===== config.mk =====
export PLATFORM = sky130hd
export DESIGN_NAME = m68k_uart
export DESIGN_NICKNAME = d
export VERILOG_FILES = /design/src/rtl/m68k_uart_pkg.sv /design/src/rtl/uart_fifo.sv /design/src/rtl/m68k_uart.sv
export SDC_FILE = /design/constraint.sdc
export NUM_CORES = 1
export LEC_CHECK = 0
export ABC_AREA = 1
export CORE_MARGIN = 3
export CORE_UTILIZATION = 40
export DETAILED_ROUTE_END_ITERATION = 10
export PLACE_DENSITY_LB_ADDON = 0.1
export RECOVER_POWER = 100
export SKIP_CTS_REPAIR_TIMING = 1
export SYNTH_ARGS = -nofsm -noshare
export SYNTH_HDL_FRONTEND = slang
export SYNTH_SLANG_ARGS = --single-unit

===== constraint.sdc =====
create_clock -name clk -period 4.33 [get_ports clk]
set_clock_uncertainty 0.2 [all_clocks]
set_input_delay 0.866 -clock clk [delete_from_list [all_inputs] [get_ports clk]]
set_output_delay 0.866 -clock clk [all_outputs]
set_load 0.01 [all_outputs]

===== src/rtl/m68k_uart_pkg.sv =====
// Shared definitions for the m68k_uart peripheral: register offsets, STATUS bit
// positions, the minimum accepted DIV value and the serial FSM state type.
package m68k_uart_pkg;

  // Register offsets, selected by address[2:1]
  localparam logic [1:0] RegData   = 2'd0;
  localparam logic [1:0] RegStatus = 2'd1;
  localparam logic [1:0] RegDiv    = 2'd2;

  // STATUS bit positions
  localparam int unsigned BitRxNe    = 0;
  localparam int unsigned BitTxFull  = 1;
  localparam int unsigned BitTxIdle  = 2;
  localparam int unsigned BitRxOvr   = 3;
  localparam int unsigned BitFrmErr  = 4;
  localparam int unsigned BitTxOvf   = 5;
  localparam int unsigned BitRxCount = 8;  // 5-bit field [12:8]

  // Smallest bit period the divisor register accepts
  localparam logic [15:0] DivMin = 16'd16;

  typedef enum logic [1:0] {StIdle, StStart, StData, StStop} ser_state_e;

endpackage


===== src/rtl/uart_fifo.sv =====
// Synchronous FIFO with show-ahead read data.
// Ports: clk/resetn (sync, active-low); push + wr_data write; pop advances the
// head; rd_data is the current head; full/empty/count report occupancy.
// Push and pop together are legal on a full FIFO (both serviced) and on an
// empty FIFO (push accepted, pop ignored).
module uart_fifo #(
  parameter int unsigned WIDTH = 8,
  parameter int unsigned DEPTH = 16,
  localparam int unsigned AW = $clog2(DEPTH),
  localparam int unsigned CW = AW + 1
) (
  input  logic             clk,
  input  logic             resetn,
  input  logic             push,
  input  logic [WIDTH-1:0] wr_data,
  input  logic             pop,
  output logic [WIDTH-1:0] rd_data,
  output logic             full,
  output logic             empty,
  output logic [CW-1:0]    count
);

  logic [WIDTH-1:0] mem_q [DEPTH];
  logic [AW-1:0]    wptr_q, rptr_q;
  logic [CW-1:0]    count_q;
  logic             do_push, do_pop;

  assign empty   = (count_q == '0);
  assign full    = (count_q == CW'(DEPTH));
  assign count   = count_q;
  assign rd_data = mem_q[rptr_q];
  assign do_pop  = pop & ~empty;
  // A pop in the same cycle frees the slot being written
  assign do_push = push & (~full | pop);

  always_ff @(posedge clk) begin
    if (!resetn) begin
      wptr_q  <= '0;
      rptr_q  <= '0;
      count_q <= '0;
    end else begin
      if (do_push) wptr_q <= wptr_q + AW'(1);
      if (do_pop)  rptr_q <= rptr_q + AW'(1);
      count_q <= count_q + CW'(do_push) - CW'(do_pop);
    end
  end

  always_ff @(posedge clk) begin
    if (do_push) mem_q[wptr_q] <= wr_data;
  end

endmodule


===== src/rtl/m68k_uart.sv =====
// Memory-mapped 8N1 UART on the j68 16-bit bus.
// Ports: clk, resetn (sync, active-low); bus side sel/rd_ena/wr_ena/byte_ena/
// address/wr_data in, rd_data (registered) and data_ack out; serial side
// uart_rx (asynchronous) in, uart_tx (idle high) out.
// Registers: DATA (TX push / RX pop), STATUS (sticky flags, W1C), DIV.
module m68k_uart
  import m68k_uart_pkg::*;
#(
  parameter int unsigned CLK_HZ     = 50000000,
  parameter int unsigned BAUD       = 115200,
  parameter int unsigned FIFO_DEPTH = 16
) (
  input  logic        clk,
  input  logic        resetn,
  input  logic        sel,
  input  logic        rd_ena,
  input  logic        wr_ena,
  input  logic [1:0]  byte_ena,
  input  logic [3:0]  address,
  input  logic [15:0] wr_data,
  output logic [15:0] rd_data,
  output logic        data_ack,
  input  logic        uart_rx,
  output logic        uart_tx
);

  localparam int unsigned CW       = $clog2(FIFO_DEPTH) + 1;
  localparam logic [15:0] ResetDiv = 16'(CLK_HZ / BAUD);

  logic [1:0]  reg_sel;
  logic        bus_wr, bus_rd, rd_start, rd_prev_q, rd_ack_q;
  logic [15:0] div_q, div_new, status, rd_val;
  logic        rx_ovr_q, frm_err_q, tx_ovf_q, w1c_en;
  logic        unused_addr;

  logic          tx_push, tx_pop, tx_full, tx_empty;
  logic [7:0]    tx_head;
  logic [CW-1:0] tx_count;
  logic          rx_push, rx_pop, rx_full, rx_empty, rx_frm;
  logic [7:0]    rx_head;
  logic [CW-1:0] rx_count;

  ser_state_e  tx_state_q, rx_state_q;
  logic [15:0] tx_div_q, tx_cnt_q, rx_div_q, rx_cnt_q;
  logic [2:0]  tx_bit_q, rx_bit_q;
  logic [7:0]  tx_shift_q, rx_shift_q;
  logic        tx_q, tx_tick, rx_tick;
  logic        rx_meta_q, rx_sync_q, rx_prev_q;

  assign unused_addr = ^{address[3], address[0]};
  assign reg_sel     = address[2:1];
  assign bus_wr      = sel & wr_ena;
  assign bus_rd      = sel & rd_ena;
  // Only the first cycle of a held read has side effects
  assign rd_start    = bus_rd & ~rd_prev_q;
  assign data_ack    = bus_wr | rd_ack_q;

  assign tx_push = bus_wr & (reg_sel == RegData) & byte_ena[0];
  assign rx_pop  = rd_start & (reg_sel == RegData) & ~rx_empty;
  assign w1c_en  = bus_wr & (reg_sel == RegStatus) & byte_ena[0];
  assign div_new = {byte_ena[1] ? wr_data[15:8] : div_q[15:8],
                    byte_ena[0] ? wr_data[7:0]  : div_q[7:0]};

  uart_fifo #(.WIDTH(8), .DEPTH(FIFO_DEPTH)) u_tx_fifo (
    .clk(clk), .resetn(resetn), .push(tx_push), .wr_data(wr_data[7:0]), .pop(tx_pop),
    .rd_data(tx_head), .full(tx_full), .empty(tx_empty), .count(tx_count)
  );

  uart_fifo #(.WIDTH(8), .DEPTH(FIFO_DEPTH)) u_rx_fifo (
    .clk(clk), .resetn(resetn), .push(rx_push), .wr_data(rx_shift_q), .pop(rx_pop),
    .rd_data(rx_head), .full(rx_full), .empty(rx_empty), .count(rx_count)
  );

  always_comb begin
    status               = '0;
    status[BitRxNe]      = ~rx_empty;
    status[BitTxFull]    = tx_full;
    status[BitTxIdle]    = (tx_count == '0) && (tx_state_q == StIdle);
    status[BitRxOvr]     = rx_ovr_q;
    status[BitFrmErr]    = frm_err_q;
    status[BitTxOvf]     = tx_ovf_q;
    status[BitRxCount +: 5] = 5'(rx_count);
  end

  always_comb begin
    rd_val = '0;
    case (reg_sel)
      RegData:   rd_val = rx_empty ? 16'h0000 : {8'h00, rx_head};
      RegStatus: rd_val = status;
      RegDiv:    rd_val = div_q;
      default:   rd_val = '0;
    endcase
  end

  // Bus registers, divisor and sticky flags; a same-cycle set beats its W1C
  always_ff @(posedge clk) begin
    if (!resetn) begin
      rd_prev_q <= 1'b0;
      rd_ack_q  <= 1'b0;
      rd_data   <= '0;
      div_q     <= ResetDiv;
      rx_ovr_q  <= 1'b0;
      frm_err_q <= 1'b0;
      tx_ovf_q  <= 1'b0;
    end else begin
      rd_prev_q <= bus_rd;
      rd_ack_q  <= bus_rd;
      if (rd_start) rd_data <= rd_val;
      if (bus_wr && (reg_sel == RegDiv) && (div_new >= DivMin)) div_q <= div_new;
      tx_ovf_q  <= (tx_ovf_q & ~(w1c_en & wr_data[BitTxOvf])) | (tx_push & tx_full & ~tx_pop);
      rx_ovr_q  <= (rx_ovr_q & ~(w1c_en & wr_data[BitRxOvr])) | (rx_push & rx_full & ~rx_pop);
      frm_err_q <= (frm_err_q & ~(w1c_en & wr_data[BitFrmErr])) | rx_frm;
    end
  end

  // Transmitter: a pop always means a new frame begins with the START bit
  assign uart_tx = tx_q;
  assign tx_tick = (tx_cnt_q == '0);
  assign tx_pop  = ~tx_empty & ((tx_state_q == StIdle) | ((tx_state_q == StStop) & tx_tick));

  always_ff @(posedge clk) begin
    if (!resetn) begin
      tx_state_q <= StIdle;
      tx_q       <= 1'b1;
      tx_cnt_q   <= '0;
      tx_div_q   <= ResetDiv;
      tx_bit_q   <= '0;
      tx_shift_q <= '0;
    end else if (tx_pop) begin
      tx_state_q <= StStart;
      tx_q       <= 1'b0;
      tx_div_q   <= div_q;
      tx_cnt_q   <= div_q - 16'd1;
      tx_bit_q   <= '0;
      tx_shift_q <= tx_head;
    end else if (tx_state_q != StIdle) begin
      if (!tx_tick) begin
        tx_cnt_q <= tx_cnt_q - 16'd1;
      end else begin
        tx_cnt_q <= tx_div_q - 16'd1;
        case (tx_state_q)
          StStart: begin
            tx_state_q <= StData;
            tx_q       <= tx_shift_q[0];
            tx_shift_q <= tx_shift_q >> 1;
          end
          StData: begin
            if (tx_bit_q == 3'd7) begin
              tx_state_q <= StStop;
              tx_q       <= 1'b1;
            end else begin
              tx_bit_q   <= tx_bit_q + 3'd1;
              tx_q       <= tx_shift_q[0];
              tx_shift_q <= tx_shift_q >> 1;
            end
          end
          default: tx_state_q <= StIdle;
        endcase
      end
    end
  end

  // Receiver: samples land mid-bit, DIV/2 after the start edge and DIV apart
  assign rx_tick = (rx_cnt_q == '0);
  assign rx_push = (rx_state_q == StStop) & rx_tick & rx_sync_q;
  assign rx_frm  = (rx_state_q == StStop) & rx_tick & ~rx_sync_q;

  always_ff @(posedge clk) begin
    if (!resetn) begin
      rx_meta_q  <= 1'b1;
      rx_sync_q  <= 1'b1;
      rx_prev_q  <= 1'b1;
      rx_state_q <= StIdle;
      rx_cnt_q   <= '0;
      rx_div_q   <= ResetDiv;
      rx_bit_q   <= '0;
      rx_shift_q <= '0;
    end else begin
      rx_meta_q <= uart_rx;
      rx_sync_q <= rx_meta_q;
      rx_prev_q <= rx_sync_q;
      if (rx_state_q == StIdle) begin
        if (rx_prev_q && !rx_sync_q) begin
          rx_state_q <= StStart;
          rx_div_q   <= div_q;
          rx_cnt_q   <= (div_q >> 1) - 16'd1;
          rx_bit_q   <= '0;
        end
      end else if (!rx_tick) begin
        rx_cnt_q <= rx_cnt_q - 16'd1;
      end else begin
        rx_cnt_q <= rx_div_q - 16'd1;
        case (rx_state_q)
          StStart: rx_state_q <= rx_sync_q ? StIdle : StData;  // high start = glitch
          StData: begin
            rx_shift_q <= {rx_sync_q, rx_shift_q[7:1]};
            rx_bit_q   <= rx_bit_q + 3'd1;
            if (rx_bit_q == 3'd7) rx_state_q <= StStop;
          end
          default: rx_state_q <= StIdle;
        endcase
      end
    end
  end

endmodule


; Yosys cells after proc, flatten, opt, wreduce, memory -nomap -nowiden
; Memories as Yosys holds them, arrays and structs flattened. A register that Yosys moved wholly into a read port is not among the register bits.
; Index checks and enable logic that the tools add are counted.
[classes]
add_sub_neg = 16
magnitude_cmp = 1
eq_ne = 17
n_mux = 43
bitwise = 49
n_reduce_logical = 28
[ops]
columns = cell, n
row1 = $mux W16, 6
row2 = $sub A16 B1 Y16 const B, 5
row3 = $mux W8, 7
row4 = $pmux W16 S3, 1
row5 = $logic_not A16 Y1, 2
row6 = $and A1 B1 Y1, 28
row7 = $reduce_and A3 Y1, 6
row8 = $add A4 B1 Y4 const B, 4
row9 = $ge A16 B5 Y1 const B, 1
row10 = $mux W4, 4
row11 = $pmux W8 S2, 1
row12 = $sub A15 B1 Y16 const B, 1
row13 = $not A1 Y1, 14
row14 = $mux W2, 6
row15 = $mux W3, 4
row16 = $mux W1, 11
row17 = $add A5 B1 Y5, 2
row18 = $eq A2 B2 Y1 const B, 5
row19 = $eq A5 B5 Y1 const B, 2
row20 = $logic_not A5 Y1, 2
row21 = $reduce_bool A2 Y1, 5
row22 = $sub A5 B1 Y5, 2
row23 = $ne A3 B3 Y1 const B, 3
row24 = $pmux W2 S2, 2
row25 = 14 further kinds, 30
[totals]
ff_bits = 156
ram_bits = 256
inputBits = 28
out_inout_bits = 18
elab_cells = 183
n_memories = 2
[memory_table]
columns = memory, words, width, read_ports, rd_ports_with_merged_regs, wr, line_no
row1 = u_rx_fifo.mem_q, 16, 8, 1, 1, 1, uart_fifo.sv:23  ; logic [WIDTH-1:0] mem_q [DEPTH];
row2 = u_tx_fifo.mem_q, 16, 8, 1, 1, 1, uart_fifo.sv:23

; Depth between registers and ports, before layout
[logic_depth]
word_depth = 8
ltp_mapped = 20
mapped_depth_nobuf = 20

; Cells and area by module
; Synthesis repeated with hierarchy kept, for this count alone.
[unflattened]
hier_cells = 2343
area_unflattened_um2 = 19852.8
[by_module_without_submodules]
columns = mod, instances, cells_per_inst, area_per_inst_um2, seq_area_each_um2
row1 = m68k_uart, 1, 1033, 6915.4, 2602.5
row2 = uart_fifo at u_tx_fifo, 1, 656, 6476.2, 4184.0
row3 = uart_fifo at u_rx_fifo, 1, 654, 6461.2, 4184.0

; Least setup slack after synthesis
; OpenSTA, ideal clock, no wires.
[synth_path]
path_type = input -> register
startpoint = input port sel
endpoint = register u_rx_fifo.count_q[4] (netlist: u_rx_fifo.count[4])
setup_time_ns = 0.120
arrival_ns = 2.571
setup_slack_ns = 1.439
stages = 15
n_path_buf = 0
cell_sequence = inv_2 > nor3_4 > inv_2 > nor2_4 > inv_2 > nand3_1 > nand3_1 > inv_2 > ha_1 > fa_1 > nand2_1 > a21oi_1 > nor2_1 > o21ai_0 > a21oi_1
[synth_between]
word_cells_on_any_way = 9
classes_between = add/sub: 2 / bitwise: 7
[synth_rtl]
columns = item, line_no
row1 = start: declaration, m68k_uart.sv:15  ; input logic sel,
row2 = $and A1 B1 Y1, m68k_uart.sv:53  ; assign bus_rd = sel & rd_ena;
row3 = $and A1 B1 Y1, m68k_uart.sv:55  ; assign rd_start = bus_rd & ~rd_prev_q;
row4 = $and A1 B1 Y1 (2 in a row), m68k_uart.sv:59  ; assign rx_pop = rd_start & (reg_sel == RegData) & ~rx_empty;
row5 = $and A1 B1 Y1, uart_fifo.sv:32  ; assign do_pop = pop & ~empty;
row6 = named net u_rx_fifo.do_pop, uart_fifo.sv:26  ; logic do_push, do_pop;
row7 = $sub A5 B1 Y5, uart_fifo.sv:44  ; count_q <= count_q + CW'(do_push) - CW'(do_pop);
row8 = end signal: assignment, uart_fifo.sv:44
row9 = end: declaration, uart_fifo.sv:25  ; logic [CW-1:0] count_q;
; The timed path passes the listed nets, and every way through them passes these cells.
; A chain may end at the register's enable or synchronous reset.

; Worst setup path in the final report
[layout_path]
startpoint = input port resetn
endpoint = register rx_sync_q
[layout_rtl]
columns = item, line_no
row1 = start: declaration, m68k_uart.sv:14  ; input logic resetn,
row2 = end signal: assignment, m68k_uart.sv:180  ; rx_sync_q <= rx_meta_q;
row3 = end: declaration, m68k_uart.sv:48  ; logic rx_meta_q, rx_sync_q, rx_prev_q;
; No word-level cell between the ends.

==> summary.md <==
| Metric | Value |
|---|---|
| Mapped cell area | `around 19000 µm²` |
| Req. time, crit path | `between 4 and 5 ns` |
| Clk sinks | `420` |
| Residual DRC | `0` |
| TritonRoute pass-1 iters | `5` |
| Synth Area in Simple Gates | `17.3%` |
| Initial antenna violation count | `1` |
| CP top delay family | `buffers and inverters` |
| Gpl congestion | `roughly 0.84` |
| Worst hold path type | `flop to flop` |
| Fin area | `21000 µm²` |
| Synth warn | `0` |
| Syn Nets | `about 2k` |
| Netlist cell types | `a little under 50` |
| Actual slew at the worst max-slew pin | `approximately 1.7 ns` |
| Initial Utilization | `about two fifths` |
| RSZ-0062 raised after global routing | `false` |
| WL/cell | `approximately 18 µm` |
| Max-slew headroom | `-14.4%` |
| CTS Buffer Depth | `3` |
| Largest net degree at the start of global routing | `69` |
| Post-synthesis mux area share | `0%` |
| Mapped Cells | `roughly 2k` |
| Register area | `between 10000 and 15000 µm²` |
| Setup_tns | `0 ns` |
| Die Area | `between 40000 and 50000 µm²` |
| Most common cell in the netlist | `nand2_1` |
| Crit start category | `input pin` |
| CP Max Fanout | `37` |
| Fmax | `~270 MHz` |
| CTS tree | `done` |
| Critical Path End Type | `flop` |
| Core area | `between 40000 and 50000 µm²` |
| Seq/Total Area, Yosys | `58.9%` |
| Final Max Tran Viols | `38` |
| Number of port buffers | `43` |
| Layout area overhead | `13.0%` |
| Crit-path slowest cell | `clkbuf_1` |
| Pwr/cell area | `559 nW/µm²` |
| Static leakage | `0.00817 µW` |
| Die Y | `222 µm` |
| Number of synthesized flops with an enable pin | `about 260` |
| Fin crit share | `about 86%` |
| Peak VDD IR | `1.01 mV` |
| Synth area leaders | `edfxtp_1, dfxtp_1, nand2_1, o21ai_0, nor2_1` |
| CP Data Arrival Time | `between 4 and 5 ns` |
| GRT overflow | `0` |
| Yosys top cell area share | `between 40% and 50%` |
| Max Cap Viol | `1` |
| CTS Buf Count | `46` |
| Final setup viols | `0` |
| Main synth FF type | `edfxtp_1` |
| Top post-synthesis cells by count | `nand2_1, edfxtp_1, nor2_1, o21ai_0, inv_1` |
| Root buffer cell | `clkbuf_16` |
| DP Area | `between 15000 and 20000 µm²` |
| Failing checks | `max-capacitance violations, max-slew violations` |
| Die X | `222 µm` |
| Register bit total from synthesis | `420` |
| CP Class | `input pin to flop` |
| H-tree depth | `2` |
| First-pass GRT wire length | `approximately 77 mm` |
| Post-route minimum period | `~3.7 ns` |
| ANT nets after route | `0` |
| DR vias | `13.9k` |
| Post-DP HPWL | `30.6 mm` |
| CTS clk-pin slew, worst paths | `~0.060 ns` |
| Ys async rst share | `0%` |
| Largest family of logic cells by synthesized area | `simple AND/OR/NAND/NOR gates` |
| Multi-input gate area | `6520 µm²` |
| Biggest area consumer among synthesized cells | `edfxtp_1` |
| Tot Pwr | `between 10000 and 15000 µW` |
| ANT cells | `0` |
| 1st-iter DRT viols | `1106` |
| Vias in the first global route | `approximately 13k` |
| Clock latency on the worst-skew pair | `just under 0.6 ns` |
| WL final | `48.6 mm` |
| Site Rows | `78` |
| Synth Area in XOR/XNOR | `less than 1%` |
| Critical Path Max Stage Delay | `1.20 ns` |
| Layout cells sized above 1 | `between 7 and 8%` |
| Crit-path cells | `clkbuf_1 > inv_1 > buf_4 > or2_2` |
| Hold WS | `between 0.2 and 0.25 ns` |
| Post-Synth Adder-Cell Area | `under 10%` |
| Status | `finished, violations left` |
| Synth Area in Compound Gates | `between 10% and 20%` |
| Fill count | `~4.4k` |
| Buf/Inv on CP | `3` |
| Nets | `2060` |
| Vias per cell | `approximately 5.3` |
| Global-route usage over all layers | `19.6%` |
| I/O Pins | `between 40 and 50` |
| Final hold viol count | `0` |
| Mean Syn Cell Area | `9.59 µm²` |
[cell type report]
cell class	instances	area share [%]
Multi-Input combinational cell	1246	31.0
Clock inverter	19	0.725
Inverter	187	3.34
Timing Repair Buffer	92	3.16
Clock buffer	66	6.06
Sequential cell	420	52.1
Tap cell	600	3.57
[flip-flops by register name (all words and copies together) (netlist names), 16 cells and up, named ones only]
| register | cells |
|---|---|
| rx_div_q | 16 |
| tx_div_q | 16 |
| u_rx_fifo.mem_q | 128 |
| tx_cnt_q | 16 |
| u_tx_fifo.mem_q | 128 |
| div_q | 16 |
| rd_data | 16 |
| rx_cnt_q | 16 |
[report_power, final]
part	total, µW	internal (µW)	switching (µW)	leakage [µW]
Clock	3750	2170	1580	0.000698
Sequential	4700	4510	190	0.00390
Combinational	3310	1040	2280	0.00357
[cell families after synthesis]
kind of cell    Yosys count
compound gates          471
xor+xnor                 11
fa+ha+maj                39
buf+inv                 276
flops                   420
simple gates            725
[through the flow]
| step | setup slack (ns) | instances | util, % |
|---|---|---|---|
| 6_report | 0.586 | 2630 | 46.1 |
| 5_1_grt | 0.291 | 2630 | 46.1 |
| 4_1_cts | 0.947 | 2630 | 46.4 |
| 3_5_place_dp | 0.550 | 2545 | 43.3 |
| 3_3_place_gp | 0.563 | 2545 | 43.3 |
| 2_1_floorplan | 1.44 | 1942 | - |
[layer usage]
metal / wire length [µm] / track usage (%)
met5: 11 / 0
met4: 1290 / 6.38
met3: 2440 / 3.16
met2: 21700 / 30.5
met1: 23200 / 28.2
[cell usage in the layout (no fill, tap or decap), types with 7 or more instances in the layout]
master / Yosys / routed
nor3_1: 10 / 10
inv_1: 165 / 172
clkdlybuf4s50_1: 0 / 16
a21oi_1: 108 / 108
edfxtp_1: 256 / 256
nor2_4: 11 / 9
o221ai_1: 39 / 39
clkbuf_16: 0 / 46
o22ai_1: 33 / 33
ha_1: 37 / 37
o211ai_1: 33 / 33
nor2_2: 18 / 16
nor2_1: 243 / 247
nand2_2: 19 / 16
nand2_1: 291 / 294
o21ai_0: 218 / 219
inv_2: 17 / 11
nand3_1: 99 / 99
dfxtp_1: 164 / 162
xor2_1: 7 / 7
buf_4: 3 / 15
dlygate4sd3_1: 0 / 26
clkinv_1: 5 / 13
clkbuf_1: 64 / 49
o21bai_1: 7 / 7
[worst paths after layout]
kind | startpoint | to | slack, ns | cells after the start
worst max-delay path | resetn | rx_sync_q | 0.59 | 4
worst min-delay path | rx_meta_q | rx_sync_q | 0.21 | 1
worst max register to register | u_tx_fifo.count[2] | tx_cnt_q[13] | 0.71 | 18
worst min register to register | rx_meta_q | rx_sync_q | 0.21 | 1
Note: power is estimated with default switching activity, not from simulation.
